File: config.mk
export PLATFORM = sky130hd
export DESIGN_NAME = address_unit_flat
export DESIGN_NICKNAME = d
export VERILOG_FILES = /design/src/rtl/cpu_pkg.sv /design/src/rtl/address_unit_if.sv /design/src/rtl/address_unit_program_counter.sv /design/src/rtl/address_unit.sv /design/src/flat_wrapper.sv
export SDC_FILE = /design/constraint.sdc
export NUM_CORES = 1
export LEC_CHECK = 0
export BUFFER_PORTS_ARGS = -buffer_cell sky130_fd_sc_hd__buf_4
export CORE_AREA = 2 2 68 118
export CTS_CLUSTER_SIZE = 12
export DETAILED_ROUTE_END_ITERATION = 6
export DIE_AREA = 0 0 70 120
export PLACE_DENSITY_LB_ADDON = 0.15
export SLEW_MARGIN = 0
export SYNTH_ARGS = -nofsm -noshare
export SYNTH_HDL_FRONTEND = slang
export SYNTH_SLANG_ARGS = --single-unit
File: constraint.sdc
create_clock -name clk -period 3.4 [get_ports clk]
set_clock_uncertainty 0.15 [all_clocks]
set_input_delay 0.85 -clock clk [delete_from_list [all_inputs] [get_ports clk]]
set_output_delay 0.85 -clock clk [all_outputs]
set_load 0.03 [all_outputs]
File: src/rtl/cpu_pkg.sv
// Shared CPU constants: address source encodings and register reset defaults.
// Imported by the address unit and the control unit so both agree on encodings.
package cpu_pkg;

  typedef enum logic [2:0] {
    SEL_PC         = 3'd0,
    SEL_ZERO       = 3'd1,
    SEL_ABS        = 3'd2,
    SEL_IND_ZERO_0 = 3'd3,
    SEL_IND_ZERO_1 = 3'd4,
    SEL_IND_ABS_0  = 3'd5,
    SEL_IND_ABS_1  = 3'd6
  } addr_sel_e;

  localparam logic [15:0] RESET_PC_DEFAULT     = 16'h0000;
  localparam logic [7:0]  RESET_OPCODE_DEFAULT = 8'hEA;

endpackage

File: src/rtl/address_unit_if.sv
// Control-unit <-> address-unit strobe and address bus; no handshake, one strobe-set per clock.
// master = control unit side, slave = address unit side.
interface address_unit_if;

  logic [7:0]  data_in;
  logic [7:0]  alu_result;
  logic        instruction_load;
  logic        increment_pc;
  logic        indirl_load;
  logic        indirh_load;
  logic        dirl_load;
  logic        dirh_load;
  logic        branch_load;
  logic [2:0]  address_select;
  logic [15:0] address;
  logic [7:0]  opcode_reg;
  logic [15:0] pc;

  modport master (
    output data_in, alu_result, instruction_load, increment_pc,
           indirl_load, indirh_load, dirl_load, dirh_load,
           branch_load, address_select,
    input  address, opcode_reg, pc
  );

  modport slave (
    input  data_in, alu_result, instruction_load, increment_pc,
           indirl_load, indirh_load, dirl_load, dirh_load,
           branch_load, address_select,
    output address, opcode_reg, pc
  );

endinterface

File: src/rtl/address_unit_program_counter.sv
// 16-bit program counter: branch (PC + sign-extended offset) beats increment beats hold.
// Latency: new PC visible one cycle after the strobe; no backpressure.
module program_counter
  import cpu_pkg::*;
#(
  parameter logic [15:0] RESET_PC = RESET_PC_DEFAULT
) (
  input  logic        clk,
  input  logic        rst,
  input  logic        increment_pc,
  input  logic        branch_load,
  input  logic [7:0]  offset,
  output logic [15:0] pc
);

  logic [15:0] pc_next;

  always_comb begin
    pc_next = pc;
    if (branch_load)
      pc_next = pc + {{8{offset[7]}}, offset};
    else if (increment_pc)
      pc_next = pc + 16'd1;
  end

  always_ff @(posedge clk or negedge rst) begin
    if (!rst)
      pc <= RESET_PC;
    else
      pc <= pc_next;
  end

endmodule

File: src/rtl/address_unit.sv
// CPU address stage: PC, instruction register, operand latches, branch offset and address mux.
// Latency: address is combinational from registers; loads visible next cycle; no backpressure.
module address_unit
  import cpu_pkg::*;
#(
  parameter logic [15:0] RESET_PC     = RESET_PC_DEFAULT,
  parameter logic [7:0]  RESET_OPCODE = RESET_OPCODE_DEFAULT
) (
  input  logic          clk,
  input  logic          rst,
  address_unit_if.slave bus
);

  logic [7:0]  opcode_q;
  logic [7:0]  dirl;
  logic [7:0]  dirh;
  logic [7:0]  indirl;
  logic [7:0]  indirh;
  logic [7:0]  offset;
  logic [15:0] pc;
  logic [15:0] address;

  program_counter #(
    .RESET_PC (RESET_PC)
  ) u_program_counter (
    .clk          (clk),
    .rst          (rst),
    .increment_pc (bus.increment_pc),
    .branch_load  (bus.branch_load),
    .offset       (offset),
    .pc           (pc)
  );

  always_ff @(posedge clk or negedge rst) begin
    if (!rst) begin
      opcode_q <= RESET_OPCODE;
      dirl     <= 8'h00;
      dirh     <= 8'h00;
      indirl   <= 8'h00;
      indirh   <= 8'h00;
      offset   <= 8'h00;
    end else begin
      if (bus.instruction_load) opcode_q <= bus.data_in;
      if (bus.dirl_load)        dirl     <= bus.alu_result;
      if (bus.dirh_load)        dirh     <= bus.alu_result;
      if (bus.indirl_load)      indirl   <= bus.alu_result;
      if (bus.indirh_load)      indirh   <= bus.alu_result;
      // Operand-fetch cycles: the last byte fetched before a branch is its offset.
      if (bus.increment_pc && !bus.instruction_load)
        offset <= bus.data_in;
    end
  end

  always_comb begin
    address = pc;
    case (bus.address_select)
      SEL_PC:         address = pc;
      SEL_ZERO:       address = {8'h00, dirl};
      SEL_ABS:        address = {dirh, dirl};
      SEL_IND_ZERO_0: address = {8'h00, indirl};
      SEL_IND_ZERO_1: address = {8'h00, indirl + 8'd1};
      SEL_IND_ABS_0:  address = {indirh, indirl};
      SEL_IND_ABS_1:  address = {indirh, indirl} + 16'd1;
      default:        address = pc;
    endcase
  end

  assign bus.address    = address;
  assign bus.opcode_reg = opcode_q;
  assign bus.pc         = pc;

endmodule

File: src/flat_wrapper.sv
// flat-port wrapper written by rule: the top's interface ports become plain ports
module address_unit_flat import cpu_pkg::*;
#(
  parameter logic [15:0] RESET_PC     = RESET_PC_DEFAULT,
  parameter logic [7:0]  RESET_OPCODE = RESET_OPCODE_DEFAULT
)
  (clk, rst, bus_data_in, bus_alu_result, bus_instruction_load, bus_increment_pc, bus_indirl_load, bus_indirh_load, bus_dirl_load, bus_dirh_load, bus_branch_load, bus_address_select, bus_address, bus_opcode_reg, bus_pc);
  address_unit_if bus_i ();
  input  logic clk;
  input  logic rst;
  input wire logic [$bits(bus_i.data_in)-1:0] bus_data_in;
  input wire logic [$bits(bus_i.alu_result)-1:0] bus_alu_result;
  input wire logic [$bits(bus_i.instruction_load)-1:0] bus_instruction_load;
  input wire logic [$bits(bus_i.increment_pc)-1:0] bus_increment_pc;
  input wire logic [$bits(bus_i.indirl_load)-1:0] bus_indirl_load;
  input wire logic [$bits(bus_i.indirh_load)-1:0] bus_indirh_load;
  input wire logic [$bits(bus_i.dirl_load)-1:0] bus_dirl_load;
  input wire logic [$bits(bus_i.dirh_load)-1:0] bus_dirh_load;
  input wire logic [$bits(bus_i.branch_load)-1:0] bus_branch_load;
  input wire logic [$bits(bus_i.address_select)-1:0] bus_address_select;
  output wire logic [$bits(bus_i.address)-1:0] bus_address;
  output wire logic [$bits(bus_i.opcode_reg)-1:0] bus_opcode_reg;
  output wire logic [$bits(bus_i.pc)-1:0] bus_pc;
  assign bus_i.data_in = bus_data_in;
  assign bus_i.alu_result = bus_alu_result;
  assign bus_i.instruction_load = bus_instruction_load;
  assign bus_i.increment_pc = bus_increment_pc;
  assign bus_i.indirl_load = bus_indirl_load;
  assign bus_i.indirh_load = bus_indirh_load;
  assign bus_i.dirl_load = bus_dirl_load;
  assign bus_i.dirh_load = bus_dirh_load;
  assign bus_i.branch_load = bus_branch_load;
  assign bus_i.address_select = bus_address_select;
  assign bus_address = bus_i.address;
  assign bus_opcode_reg = bus_i.opcode_reg;
  assign bus_pc = bus_i.pc;
  address_unit #(.RESET_PC(RESET_PC), .RESET_OPCODE(RESET_OPCODE)) u_core (.clk(clk), .rst(rst), .bus(bus_i));
endmodule
==> impl_metrics.json <==
{
  "crit_chain": "nand4_1, nor4_1, nand4_1, xor2_1, a21oi_1, buf_4",
  "port_buffers": 67,
  "cts_inserted_buffers": 9,
  "synth.area.top_cells": "dfrtp_1, mux2_2, mux2i_1",
  "hold_viol": 0,
  "initial_core_util": 0.5572,
  "clockBufferDepth": 2,
  "layout_min_cycle_time_ps": 3221,
  "p_total_w": 0.003553,
  "power.density_mw_per_mm2": 705.1,
  "outcome": "finished, final reports clean",
  "yosys_warnings": 0,
  "internal-power_w": 0.002152,
  "switching_share": 0.3942,
  "max_freq_mhz": 310.5,
  "synthCells": 427,
  "post-place-ws_ps": 145.3,
  "dr.pass1.iters": 5,
  "nNetsFinal": 521,
  "async_flop_share": 1.000,
  "finalWorstSetupSlack_ps": 179.1,
  "maxSlewHeadroom": 0.4550,
  "r2r_slack_ps": 760,
  "largest_register": "u_core.u_program_counter.pc",
  "final_common_cell": "buf_4",
  "hp-class": "flip-flop to flip-flop",
  "power_frac_comb": 0.393,
  "clkTransAtPathRegs_ps": 50,
  "die_w_um": 70,
  "leakagePower_nw": 2.231,
  "drtAntennaViolNets": 0,
  "pwr-share-seq": 0.340,
  "routedWlPerCell_um": 19.41,
  "path_buf_inv": 1,
  "wirelength_mm": 11.20,
  "vdd_drop_max_v": 0.0005972,
  "hold_end": "u_core.offset[0]",
  "crit_path_frequent_cell": "nand4_1",
  "grt_max_degree": 65,
  "layout_common_cells": "buf_4, dfrtp_1, mux2_2",
  "hpwl_mm": 8.398,
  "setup_viol": 0,
  "clkLatencyLatePin_ps": 330,
  "hold_ws_ps": 342.4,
  "rows": 42,
  "dieHeight_um": 120,
  "grt_pass1_wl_mm": 18.49,
  "endpoint_kind": "primary output",
  "syn-num-nets": 464,
  "worst_slew_pin_slew_ps": 817.5,
  "antenna_found_initial": 0,
  "track_usage": 0.2893,
  "cts.sink_count": 64,
  "maxSlewViolCount": 0,
  "maxCapViolCount": 0,
  "synth_top_area_cell": "dfrtp_1",
  "grt_setup_unrepaired": "no",
  "hp-start": "u_core.offset[0]",
  "netlist_area_mm2": 0.004158,
  "reg2regPathDepth": 8,
  "cpLargestDelayFamily": "simple AND/OR/NAND/NOR gates",
  "fin_setup_tns_ps": 0,
  "largest_reg_flops": 16,
  "die_area_mm2": 0.008400,
  "htree_levels": 3,
  "critPathArrivalTime_ps": 2220,
  "drc": 0,
  "synth.top_cell.area_share": 0.3551,
  "drt_iter0_markers": 266,
  "r2r-start": "u_core.offset[0]",
  "p_switching_w": 0.001400,
  "slowest_stage": "dfrtp_1",
  "worstSetupStartpointType": "flip-flop",
  "r2r_end": "u_core.u_program_counter.pc[12]",
  "drive_gt1_frac": 0.3354,
  "max_stage_delay_ps": 470,
  "hold_path_depth": 1,
  "viasPerCell": 6.205,
  "diodes": 0,
  "ys_seq_area_frac": 0.3867,
  "cts_tree": "done",
  "synthFlopType": "dfrtp_1",
  "ios": 68,
  "gp_congestion": 0.8934,
  "synth_cell_types": 53,
  "critPathMaxFanout": 5,
  "coreArea_mm2": 0.007462,
  "grt_pass1_vias": 3641,
  "ys_ff_latch": 64,
  "crit_required_ps": 2400,
  "grt-ovfl-total": 0,
  "vias": 3580,
  "synth-edff-count": 0,
  "clockRootBuffer": "clkbuf_16",
  "crit_type": "flip-flop to primary output",
  "p_clk_frac": 0.266,
  "area_growth_pct": 21.19,
  "min_period_over_period": 0.9473,
  "avgSynthCellArea_um2": 9.737
}
[per-stage QoR]
stage	util	instance area, um2	std cells
after floorplan	-	4163	427
after global placement	0.6316	4713	561
after detailed placement	0.6316	4713	561
after CTS	0.6732	5024	577
after global routing	0.6752	5039	577
final	0.6752	5039	577
[synth_stat cells (10+ instances only)]
master / number
mux2_2: 54
xor2_1: 10
xnor2_1: 15
clkbuf_1: 17
nand2_1: 42
dfrtp_1: 59
nor2_1: 27
buf_2: 13
o21ai_0: 31
mux2i_1: 23
and2_1: 10
a21oi_1: 11
[power by group through the flow]
stage / registers, W / clock network [W] / logic (W)
6_report: 0.00121 / 0.000946 / 0.00140
5_1_grt: 0.00124 / 0.00101 / 0.00151
4_1_cts: 0.00120 / 0.000960 / 0.00140
3_5_place_dp: 0.00121 / 0 / 0.00140
3_3_place_gp: 0.00121 / 0 / 0.00136
2_1_floorplan: 0.00130 / 0 / 0.000805
[layer usage]
| metal | vias to the layer above | part of all wire | track usage |
|---|---|---|---|
| met5 | - | 0 | 0 |
| met4 | 0 | 0.050 | 0.1635 |
| met3 | 38 | 0.051 | 0.06129 |
| met2 | 127 | 0.55 | 0.5161 |
| met1 | 1754 | 0.35 | 0.3112 |
| li1 | 1661 | - | - |
[layout make-up]
cell class / count / area (um2)
clock buffers: 13 / 270.3
repair buffers: 78 / 585.6
multi-input cells: 325 / 2401
flip-flops and latches: 64 / 1609
clock inverters: 3 / 40.04
fillers: 636 / 2424
well taps: 88 / 110.1
inverters: 6 / 22.52
[how the worst max path moves through the flow]
stage	cells after the start	start	end	slack [ps]
finish	6	u_core.indirh[1]	bus_address[15]	180
global route	6	u_core.indirh[1]	bus_address[15]	20
CTS	7	u_core.indirl[1]	bus_address[10]	80
detailed placement	7	bus_address_select[2]	bus_address[13]	150
global placement	7	bus_address_select[2]	bus_address[13]	180
floorplan	7	bus_address_select[1]	bus_address[10]	30
[kinds of logic (layout without fill, tap and decap cells)]
group | count (synthesis) | after routing | synth area share
compound gates | 86 | 86 | 0.1369
flops | 64 | 64 | 0.3867
xor+xnor | 25 | 25 | 0.05266
simple gates | 127 | 127 | 0.1475
mux | 78 | 78 | 0.2070
buf+inv | 38 | 100 | 0.04032
fa+ha+maj | 9 | 9 | 0.02889
[what timing repair did]
item,in CTS,in global routing
buffers inserted,0,0
resized for setup,0,4
setup endpoints to repair,0,2
hold buffers,0,0
Note: power is estimated with default switching activity, not from simulation.
